<file path="src/rtl/spi_slave_responder.sv">
// SPI mode-0 slave: oversamples sclk/cs/mosi in clk_i, shifts one LSB-first DW-bit frame per cs window.
// Optional `SPI_SLAVE_FRAME_ERR_EN adds a frame_err_o strobe for aborted or over-length frames.
module spi_slave_responder #(
  parameter int unsigned DW          = 12,
  parameter int unsigned SYNC_STAGES = 2
) (
  input  logic          clk_i,
  input  logic          rst_i,
  input  logic          sclk_i,
  input  logic          cs_i,
  input  logic          mosi_i,
  output logic          miso_o,
  input  logic [DW-1:0] tx_data_i,
  input  logic          tx_load_i,
  output logic          tx_busy_o,
  output logic [DW-1:0] rx_data_o,
  output logic          rx_valid_o,
  output logic          frame_err_o
);

  localparam int unsigned CntW = $clog2(DW + 1);

  typedef enum logic [1:0] {StIdle, StShift, StDone, StWaitCs} state_e;

  logic [SYNC_STAGES-1:0] sclk_sync_q, cs_sync_q, mosi_sync_q;
  logic                   sclk_dly_q, cs_dly_q;
  logic                   sclk_s, cs_s, mosi_s;
  logic                   rise, fall, cs_fall, cs_rise;

  state_e                 state_q;
  logic [CntW-1:0]        bit_cnt_q;
  logic [DW-1:0]          hold_q;
  logic [DW-2:0]          tx_sh_q;  // bits still to send after the one on miso
  logic [DW-2:0]          rx_sh_q;  // first DW-1 received bits; last bit goes straight to rx_data
  logic [DW-1:0]          rx_data_q;
  logic                   rx_valid_q, tx_busy_q, miso_q;

  // Chains reset low so a cs held low through reset never looks like a fresh cs_fall.
  always_ff @(posedge clk_i) begin
    if (rst_i) begin
      sclk_sync_q <= '0;
      cs_sync_q   <= '0;
      mosi_sync_q <= '0;
      sclk_dly_q  <= 1'b0;
      cs_dly_q    <= 1'b0;
    end else begin
      sclk_sync_q <= {sclk_sync_q[SYNC_STAGES-2:0], sclk_i};
      cs_sync_q   <= {cs_sync_q[SYNC_STAGES-2:0], cs_i};
      mosi_sync_q <= {mosi_sync_q[SYNC_STAGES-2:0], mosi_i};
      sclk_dly_q  <= sclk_s;
      cs_dly_q    <= cs_s;
    end
  end

  always_comb begin
    sclk_s  = sclk_sync_q[SYNC_STAGES-1];
    cs_s    = cs_sync_q[SYNC_STAGES-1];
    mosi_s  = mosi_sync_q[SYNC_STAGES-1];
    rise    = sclk_s & ~sclk_dly_q;
    fall    = ~sclk_s & sclk_dly_q;
    cs_fall = ~cs_s & cs_dly_q;
    cs_rise = cs_s & ~cs_dly_q;
  end

  always_ff @(posedge clk_i) begin
    if (rst_i) begin
      state_q    <= StIdle;
      bit_cnt_q  <= '0;
      hold_q     <= '0;
      tx_sh_q    <= '0;
      rx_sh_q    <= '0;
      rx_data_q  <= '0;
      rx_valid_q <= 1'b0;
      tx_busy_q  <= 1'b0;
      miso_q     <= 1'b0;
    end else begin
      rx_valid_q <= 1'b0;
      // A load coinciding with cs_fall loses: the frame must use the old hold value.
      if (tx_load_i && !tx_busy_q && !(state_q == StIdle && cs_fall)) begin
        hold_q <= tx_data_i;
      end
      unique case (state_q)
        StIdle: begin
          miso_q <= 1'b0;
          if (cs_fall) begin
            tx_sh_q   <= hold_q[DW-1:1];
            miso_q    <= hold_q[0];
            bit_cnt_q <= '0;
            tx_busy_q <= 1'b1;
            state_q   <= StShift;
          end
        end
        StShift: begin
          if (cs_rise) begin
            tx_busy_q <= 1'b0;
            miso_q    <= 1'b0;
            state_q   <= StIdle;
          end else if (rise) begin
            rx_sh_q   <= {mosi_s, rx_sh_q[DW-2:1]};
            bit_cnt_q <= bit_cnt_q + 1'b1;
            if (bit_cnt_q == CntW'(DW - 1)) begin
              rx_data_q  <= {mosi_s, rx_sh_q};
              rx_valid_q <= 1'b1;
              state_q    <= StDone;
            end
          end else if (fall) begin
            miso_q  <= tx_sh_q[0];
            tx_sh_q <= tx_sh_q >> 1;
          end
        end
        StDone: begin
          tx_busy_q <= 1'b0;
          miso_q    <= 1'b0;
          state_q   <= StWaitCs;
        end
        StWaitCs: begin
          miso_q <= 1'b0;
          if (cs_s) begin
            state_q <= StIdle;
          end
        end
        default: state_q <= StIdle;
      endcase
    end
  end

`ifdef SPI_SLAVE_FRAME_ERR_EN
  logic frame_err_q;

  always_ff @(posedge clk_i) begin
    if (rst_i) begin
      frame_err_q <= 1'b0;
    end else begin
      frame_err_q <= (state_q == StShift && cs_rise) || (state_q == StWaitCs && rise);
    end
  end

  assign frame_err_o = frame_err_q;
`else
  assign frame_err_o = 1'b0;
`endif

  assign miso_o     = miso_q;
  assign tx_busy_o  = tx_busy_q;
  assign rx_data_o  = rx_data_q;
  assign rx_valid_o = rx_valid_q;

endmodule
</file>
<file path="config.mk">
export PLATFORM = sky130hd
export DESIGN_NAME = spi_slave_responder
export DESIGN_NICKNAME = d
export VERILOG_FILES = /design/src/rtl/spi_slave_responder.sv
export SDC_FILE = /design/constraint.sdc
export NUM_CORES = 1
export LEC_CHECK = 0
export ABC_AREA = 1
export BUFFER_PORTS_ARGS = -buffer_cell sky130_fd_sc_hd__buf_2
export CORE_ASPECT_RATIO = 1.75
export CORE_MARGIN = 1
export CORE_UTILIZATION = 56
export CTS_BUF_LIST = sky130_fd_sc_hd__clkbuf_16
export DETAILED_ROUTE_END_ITERATION = 7
export GPL_ROUTABILITY_DRIVEN = 0
export MAX_ROUTING_LAYER = met4
export PLACE_DENSITY = 0.8
export SLEW_MARGIN = 15
export SYNTH_ARGS = -nofsm -noshare
export SYNTH_HDL_FRONTEND = slang
export SYNTH_SLANG_ARGS = --single-unit
</file>
<file path="constraint.sdc">
create_clock -name clk_i -period 1.69 [get_ports clk_i]
set_input_delay 0.0845 -clock clk_i [delete_from_list [all_inputs] [get_ports clk_i]]
set_output_delay 0.0845 -clock clk_i [all_outputs]
set_load 0.005 [all_outputs]
</file>
==> results.md, run 1 <==
- Max Slew Vio Count: 0
- Endpoint arrival time on the critical path: about 1800 ps
- Remaining design rule violation count: 0
- Die height: slightly above 90 um
- Worst-path clk slew: 50 ps
- Root buffer cell: sky130_fd_sc_hd__clkbuf_16
- Switching portion of total power: 30.7%
- Final Util: 70.9%
- Type of the setup path with the least slack: register to register
- Portion of total power attributed to sequential cells: slightly below 40%
- Detailed-route wire length on metal 1: roughly 2.1 mm
- Maximum buffer depth of the clock tree: 2
- Synthesized instance count: approximately 340
- Wire length on met3: ~170 um
- Net count after synthesis: roughly 370
- Port Buffers: 32
- Uppermost routed layer: met4
- First-pass iteration count of the detailed router: 5
- Growth of design area from synthesis to finish: 21.0%
- Hold Crit Start: tx_data_i[6]
- Clock power frac: between 30% and 40%
- Final-stage net count: a little over 400
- Syn. warnings: 0
- Flops & latches, synth: 63
- Max Clock Freq: about 640 MHz
- Area enclosed by the die boundary: 4890 um^2
- Core Footprint: about 4400 um^2
- Number of antenna violations at the first check in global routing: 0
- Reported net switching power: around 1.5 mW
- Pleak: 1.49 nW
- Mean area per synthesized cell: around 7.5 um^2
- Number of ports placed on the die boundary: 34
- Post-synthesis instance area: approximately 2600 um^2
- CTS Buf Count: 9
- Amount of wire on met2 after detailed routing: 2.54 mm
- Setup TNS: 0 ps
- WL final: 4.98 mm
- Result of the run: finished, final reports clean
- Biggest fanout along the worst timing path: 20
- Total routing resource utilization after global routing: about a quarter
- Type of element capturing the critical path: register
- Final period util: approximately 92%
- Final Hold Fails: 0
- Clock tree from TritonCTS: yes
- Wire length of the first global-routing pass: approximately 8.4 mm
- Highest ir drop seen on vdd: 1.19 mV
- Startpoint type of the worst setup path: register
- Setup skew after layout: about 5.6 ps
- Maximum capacitance violations: 0
- Deepest level of the CTS H-tree: 3
- Number of clock sinks: 63
- Sequential element share of the synthesized area: 48.9%
- Synth unique cells: 23
- Via count of the first global-routing pass: a little over 2000
- Half-perimeter wire length after detailed placement: 3.25 mm
- Leftover overflow at the end of global routing: 0
- Min Clock Period, post-route: 1560 ps
- Drt initial violations: roughly 80
- Number of inserted diodes: 0
- Total number of vias: ~2200
- Part of the power in combinational logic: around a quarter
- Horiz. Die Dim: roughly 53 um
- Per-cell routed wire length: 11.4 um
- Worst hold path type: input pin to register
- Clock insertion delay at the later pin of the skew report: between 300 and 400 ps
- Post-CTS repair timing setup buffer count: 0
- Routed via count divided by cell count: 5.02
- Count of antenna-violating nets left after detailed routing: 0
- Fraction of layout cells with a size suffix above 1: between 15 and 20%
- Number of setup violations in the final report: 0
- Post-placement cell area: 2800 um^2
- P_int: ~3.4 mW
- PwrDens: between 1500 and 2000 nW/um^2
- Effective utilization at floorplan: between 50% and 60%
- RSZ-0062 raised after global routing: no
- Pin count of the biggest net entering global routing: 47
- Required @ worst endpoint: approximately 1900 ps
- Number of placement rows: 32
- Design area: ~3100 um^2
## layer usage
metal,GRT usage [%],vias to the layer above
met5,-,-
met2,39.9,38
met1,24.5,991
met4,15.1,0
met3,6.14,16
li1,-,1153
## power groups by stage
| stage | registers, mW | logic (mW) | clock network (mW) |
|---|---|---|---|
| 2_1_floorplan | 1.87 | 0.969 | 0 |
| 3_3_place_gp | 1.90 | 1.17 | 0 |
| 3_5_place_dp | 1.91 | 1.20 | 0 |
| 4_1_cts | 1.88 | 1.22 | 1.78 |
| 5_1_grt | 1.92 | 1.40 | 1.86 |
| 6_report | 1.89 | 1.23 | 1.76 |
## metrics by stage
stage,power [mW],hold WS [ps],worst slack (ps),std cells
after floorplan,2.84,154,210,344
after global placement,3.06,283,124,419
after detailed placement,3.11,291,74.1,419
after CTS,4.89,5.58,13.9,438
after global routing,5.18,16.3,9.40,438
final,4.87,4.76,129,438
## final timing paths
path                                  endpoint  depth (start not counted)  slack [ps]
worst min-delay path                 hold_q[6]                          3           5
worst max-delay path                tx_sh_q[3]                          9         130
worst min register to register  sclk_sync_q[1]                          2         410
worst max register to register      tx_sh_q[3]                          9         130
## synth_stat cells
cell type,count,area [um^2]
sky130_fd_sc_hd__nand3_1,9,45.0
sky130_fd_sc_hd__or2_1,1,6.26
sky130_fd_sc_hd__clkbuf_1,3,11.3
sky130_fd_sc_hd__a21oi_1,8,40.0
sky130_fd_sc_hd__mux2i_1,10,100
sky130_fd_sc_hd__nand2_1,42,158
sky130_fd_sc_hd__conb_1,1,3.75
sky130_fd_sc_hd__nor2_2,2,12.5
sky130_fd_sc_hd__o21a_1,1,7.51
sky130_fd_sc_hd__inv_1,23,86.3
sky130_fd_sc_hd__a21oi_2,1,8.76
sky130_fd_sc_hd__nand4_1,2,12.5
sky130_fd_sc_hd__ha_1,6,75.1
sky130_fd_sc_hd__a31oi_1,1,6.26
sky130_fd_sc_hd__buf_4,3,22.5
sky130_fd_sc_hd__buf_6,2,22.5
sky130_fd_sc_hd__buf_2,9,45.0
sky130_fd_sc_hd__or2_2,2,12.5
sky130_fd_sc_hd__nand2_2,2,12.5
sky130_fd_sc_hd__dfxtp_1,63,1260
sky130_fd_sc_hd__o21ai_0,40,200
sky130_fd_sc_hd__nor2_1,112,420
sky130_fd_sc_hd__nand3_2,1,10.0
## kinds of logic (layout without fill, tap and decap cells)
| logic type | count (synthesis) | count (layout) | synth area share, % |
|---|---|---|---|
| AOI/OAI and AO/OA | 51 | 51 | 10.2 |
| adders and majority gates | 6 | 6 | 2.91 |
| buffers and inverters | 40 | 83 | 7.27 |
| DFF | 63 | 63 | 48.9 |
| muxes | 10 | 10 | 3.88 |
| other | 1 | 1 | 0.145 |
| and+or+nand+nor | 173 | 173 | 26.7 |
## cells in the final DEF, fill, tap and decap left out, drive strengths merged
cell / count
a21oi: 9
a31oi: 1
buf: 41
bufinv: 1
clkbuf: 9
clkinv: 2
clkinvlp: 3
conb: 1
dfxtp: 63
dlygate4sd3: 3
ha: 6
inv: 24
mux2i: 10
nand2: 44
nand3: 10
nand4: 2
nor2: 114
o21a: 1
o21ai: 40
or2: 3
## flip-flops by register name, summed over array words and instances, names as in the netlist, named ones only
| register | cells |
|---|---|
| hold_q | 12 |
| rx_data_o | 12 |
| rx_sh_q | 11 |
| tx_sh_q | 11 |
| bit_cnt_q | 4 |
| cs_sync_q | 2 |
| mosi_sync_q | 2 |
| sclk_sync_q | 2 |
| cs_dly_q | 1 |
| miso_o | 1 |
| rx_valid_o | 1 |
| sclk_dly_q | 1 |
| state_q | 1 |
| tx_busy_o | 1 |
## cell type report
class,count,area [um^2]
fillers,361,1280
flip-flops and latches,63,1260
multi-input cells,241,1140
repair buffers,44,283
clock buffers,9,225
inverters,23,86.3
clock inverters,7,65.1
well taps,51,63.8
## what timing repair did
action | CTS | global route
setup endpoints to repair | 0 | 31
hold buffers | 3 | 0
endpoints found under the hold margin | 3 | 0
gates resized for setup | 0 | 3
## worst max-delay path: stages (launching register included)
cell and delay (ps):
sky130_fd_sc_hd__dfxtp_1 330, sky130_fd_sc_hd__inv_1 130, sky130_fd_sc_hd__ha_2 270, sky130_fd_sc_hd__or2_1 150, sky130_fd_sc_hd__nand3_2 110, sky130_fd_sc_hd__nor2_2 140, sky130_fd_sc_hd__buf_12 160, sky130_fd_sc_hd__nand2_1 60
sky130_fd_sc_hd__nand2_1 60, sky130_fd_sc_hd__nor2_1 40
Power figures use the tool's default switching activity.
==> run 2: changes to the inputs <==
--- a/config.mk
+++ b/config.mk
@@ -5,16 +5,16 @@
 export SDC_FILE = /design/constraint.sdc
 export NUM_CORES = 1
 export LEC_CHECK = 0
-export ABC_AREA = 1
 export BUFFER_PORTS_ARGS = -buffer_cell sky130_fd_sc_hd__buf_2
 export CORE_ASPECT_RATIO = 1.75
 export CORE_MARGIN = 1
-export CORE_UTILIZATION = 56
+export CORE_UTILIZATION = 44
 export CTS_BUF_LIST = sky130_fd_sc_hd__clkbuf_16
+export CTS_CLUSTER_SIZE = 24
 export DETAILED_ROUTE_END_ITERATION = 7
 export GPL_ROUTABILITY_DRIVEN = 0
 export MAX_ROUTING_LAYER = met4
-export PLACE_DENSITY = 0.8
+export PLACE_DENSITY = 0.65
 export SLEW_MARGIN = 15
 export SYNTH_ARGS = -nofsm -noshare
 export SYNTH_HDL_FRONTEND = slang
==> run 2 against run 1 <==
  * Worst hold slack better by 5.6 ps
  * Worst setup slack worse by 77 ps
  * Non-clock buffer count increased by 23
  * Sequential power is 16% lower
  * Clock skew fell by 1.7 ps
  * Clock-buffer cell count did not move
  * Critical endpoint is now rx_data_o[2]
  * Largest cell class is now multi-input combinational cells
==> results.md, run 2 <==
- Result of the run: finished, final reports clean
- Area share of the leading cell type in the synthesized netlist: 47.7% (-1.1 points)
- Pleak: 1.40 nW (-6.4%)
- Type of the setup path with the least slack: register to register
- Number of clock sinks: 63 (unchanged)
- Sequential element share of the synthesized area: 47.7% (-1.1 points)
- Setup TNS: 0 ps (unchanged)
- Maximum buffer depth of the clock tree: 2 (unchanged)
- Via count of the first global-routing pass: 1895 (-8.2%)
- Root buffer cell: sky130_fd_sc_hd__clkbuf_16
- Min Clock Period, post-route: 1640 ps (+77.3 ps)
- Cells along the critical path: ha_4 > nand3b_1 > nor3_4 > clkbuf_16 > mux2i_1 > nor2_1
- Fraction of layout cells with a size suffix above 1: 29.7% (+13 points)
- Clock insertion delay at the later pin of the skew report: 330 ps (about the same)
- Core Footprint: 5830 um^2 (+32%)
- Highest ir drop seen on vdd: 0.672 mV (-44%)
- Drt initial violations: 80 (+1.3%)
- Remaining design rule violation count: 0 (unchanged)
- Biggest fanout along the worst timing path: 6 (-70%)
- Number of placement rows: 37 (+16%)
- Flops & latches, synth: 63 (unchanged)
- Synthesized instance count: 255 (-26%)
- Worst Max-Slew Pin Slew: 571 ps
- Top cells by instance count after synthesis: sky130_fd_sc_hd__dfxtp_1, sky130_fd_sc_hd__nor2_1, sky130_fd_sc_hd__mux2i_1
- Half-perimeter wire length after detailed placement: 3.24 mm (-0.27%)
- Total routing resource utilization after global routing: 18.4% (-5.9 points)
- Final Util: 60.0% (-11 points)
- Area enclosed by the die boundary: 6330 um^2 (+29%)
- First-pass iteration count of the detailed router: 6 (+1)
- RSZ-0062 raised after global routing: yes
- Max Clock Freq: 610 MHz (-4.7%)
- Final Hold Fails: 0 (unchanged)
- Largest cells by area after synthesis: sky130_fd_sc_hd__dfxtp_1, sky130_fd_sc_hd__mux2i_1, sky130_fd_sc_hd__nor2_1
- Max Slew Vio Count: 0 (unchanged)
- Worst relative slew slack: about three fifths
- Startpoint type of the worst setup path: register
- Worst-path clk slew: 50 ps (about the same)
- Power, Total: 3.61 mW (-26%)
- Number of ports placed on the die boundary: 34 (unchanged)
- Deepest level of the CTS H-tree: 3 (unchanged)
- Horiz. Die Dim: 60.6 um (+14%)
- Mean area per synthesized cell: 10.4 um^2 (+38%)
- Post-placement setup slack: -30.3 ps (-104 ps)
- Final period util: 97.0% (+4.6 points)
- WL final: 5.26 mm (+5.6%)
- Per-cell routed wire length: 13.2 um (+16%)
- Setup skew after layout: 3.95 ps (-1.69 ps)
- Compound-gate portion of the synthesized area: 10.3% (+0.095 points)
- Wire length of the first global-routing pass: 8.45 mm (+0.65%)
- Growth of design area from synthesis to finish: 32.4%
- Routed via count divided by cell count: 5.05 (+0.64%)
- Leading cell type by number of instances after synthesis: sky130_fd_sc_hd__dfxtp_1
- Biggest area consumer among synthesized cells: sky130_fd_sc_hd__dfxtp_1
- Final-stage net count: 340 (-16%)
- Die height: 104 um (+14%)
- Final Hold Slack: 10.3 ps (+5.58 ps)
- Total number of vias: 2010 (-8.6%)
- Number of antenna violations at the first check in global routing: 0 (unchanged)
- Required @ worst endpoint: 1900 ps (about the same)
- Critical-path cell with the highest stage delay: sky130_fd_sc_hd__nor3_4
- Number of enable-type register cells in the synthesized netlist: 0 (unchanged)
- CTS Buf Count: 9 (unchanged)
- Effective utilization at floorplan: 45.3% (-13 points)
- Post-synthesis instance area: 2640 um^2 (+2.4%)
- Port Buffers: 32 (unchanged)
- Filler Cell Count: 505 (+40%)
- Post-Synth Adder-Cell Area: 2.84% (-0.068 points)
- Leading cell type in the layout, fill and taps excluded: sky130_fd_sc_hd__dfxtp_1
- Largest family of logic cells by synthesized area: multiplexers
- Number of setup violations in the final report: 0 (unchanged)
- Leading cell types in the layout, fill and taps excluded: sky130_fd_sc_hd__dfxtp_1, sky130_fd_sc_hd__nor2_1, sky130_fd_sc_hd__mux2i_1, sky130_fd_sc_hd__buf_2, sky130_fd_sc_hd__buf_4
- Maximum capacitance violations: 0 (unchanged)
- Biggest cell delay along the critical path: 370 ps (+40 ps)
- Setup slack after layout: 51.3 ps (-77.3 ps)
- Pin count of the biggest net entering global routing: 38 (-19%)
- Synthesized-area fraction occupied by xor and xnor cells: 0% (unchanged)
- Top_reg_cell synth: sky130_fd_sc_hd__dfxtp_1
- Synth unique cells: 44 (+91%)
- PwrDens: 1030 nW/um^2 (-34%)
- Endpoint arrival time on the critical path: 1850 ps (+70 ps)
- Net count after synthesis: 279 (-24%)
- Type of element capturing the critical path: register
- Count of antenna-violating nets left after detailed routing: 0 (unchanged)
- Proportion of synthesized flip-flops having asynchronous set or reset: 0% (unchanged)
- Clock tree from TritonCTS: yes
- Syn. warnings: 0 (unchanged)
- Worst hold path type: input pin to register
- Simple-gate area share of the yosys netlist: 16.3% (-10 points)
- Fraction of synthesized area in multiplexers: 17.5% (+14 points)
- Number of inserted diodes: 0 (unchanged)
- Leftover overflow at the end of global routing: 0 (unchanged)
[run 2: what timing repair did]
| item | CTS | global route |
|---|---|---|
| endpoints found under the setup margin | 21 | 38 |
| hold endpoints to repair | 14 | 0 |
| pin swaps | 0 | 4 |
| resized for setup | 2 | 19 |
| hold buffers | 14 | 0 |
| gates cloned | 0 | 1 |
| setup buffers | 0 | 4 |
[run 2: metrics by stage]
| stage | instance area [um^2] | instances |
|---|---|---|
| after floorplan | 2640 | 255 |
| after global placement | 2950 | 364 |
| after detailed placement | 2950 | 364 |
| after CTS | 3360 | 393 |
| final | 3500 | 398 |
| after global routing | 3500 | 398 |
[run 2: path summary, 6_finish.rpt]
kind	startpoint	end	slack (ps)	depth (start not counted)
setup / recovery	bit_cnt_q[1]	rx_data_o[2]	50	6
hold / removal	tx_data_i[10]	hold_q[10]	10	3
setup reg to reg	bit_cnt_q[1]	rx_data_o[2]	50	6
hold reg to reg	sclk_sync_q[0]	sclk_sync_q[1]	440	1
[run 2: power breakdown]
part	total, mW	internal [mW]	switching, mW
clock network	1.57	0.961	0.609
logic	0.462	0.243	0.218
registers	1.58	1.54	0.0360
[run 2: logic make-up after synthesis]
kind of cell             after synthesis
AND/OR/NAND/NOR                       85
flip-flops                            63
multiplexers                          46
AO/OA/AOI/OAI                         32
buffers and inverters                 22
adder cells (fa/ha/maj)                6
other                                  1
[run 2: cell type report]
| type | count | area, um^2 | share of cell area (%) |
|---|---|---|---|
| sequential | 63 | 1270 | 36.4 |
| clock buffer | 9 | 225 | 6.44 |
| timing repair buffer | 67 | 538 | 15.4 |
| clock inverter | 6 | 30.0 | 0.859 |
| multi-input combinational | 170 | 1310 | 37.5 |
| inverter | 5 | 21.3 | 0.608 |
| tap | 78 | 97.6 | 2.79 |
[run 2: critical path: cells and delay by family (launching register included)]
family / cells / cell delay (ps)
and+or+nand+nor: 3 / 630
DFF: 1 / 360
muxes: 1 / 170
buffers and inverters: 1 / 220
adders and majority gates: 1 / 130
[run 2: routing by layer]
| metal | up-vias | part of all wire, % | GRT usage, % |
|---|---|---|---|
| li1 | 1014 | - | - |
| met2 | 29 | 52 | 28.9 |
| met5 | - | 0 | - |
| met4 | 0 | 2.8 | 9.42 |
| met1 | 952 | 42 | 20.2 |
| met3 | 15 | 3.0 | 5.72 |
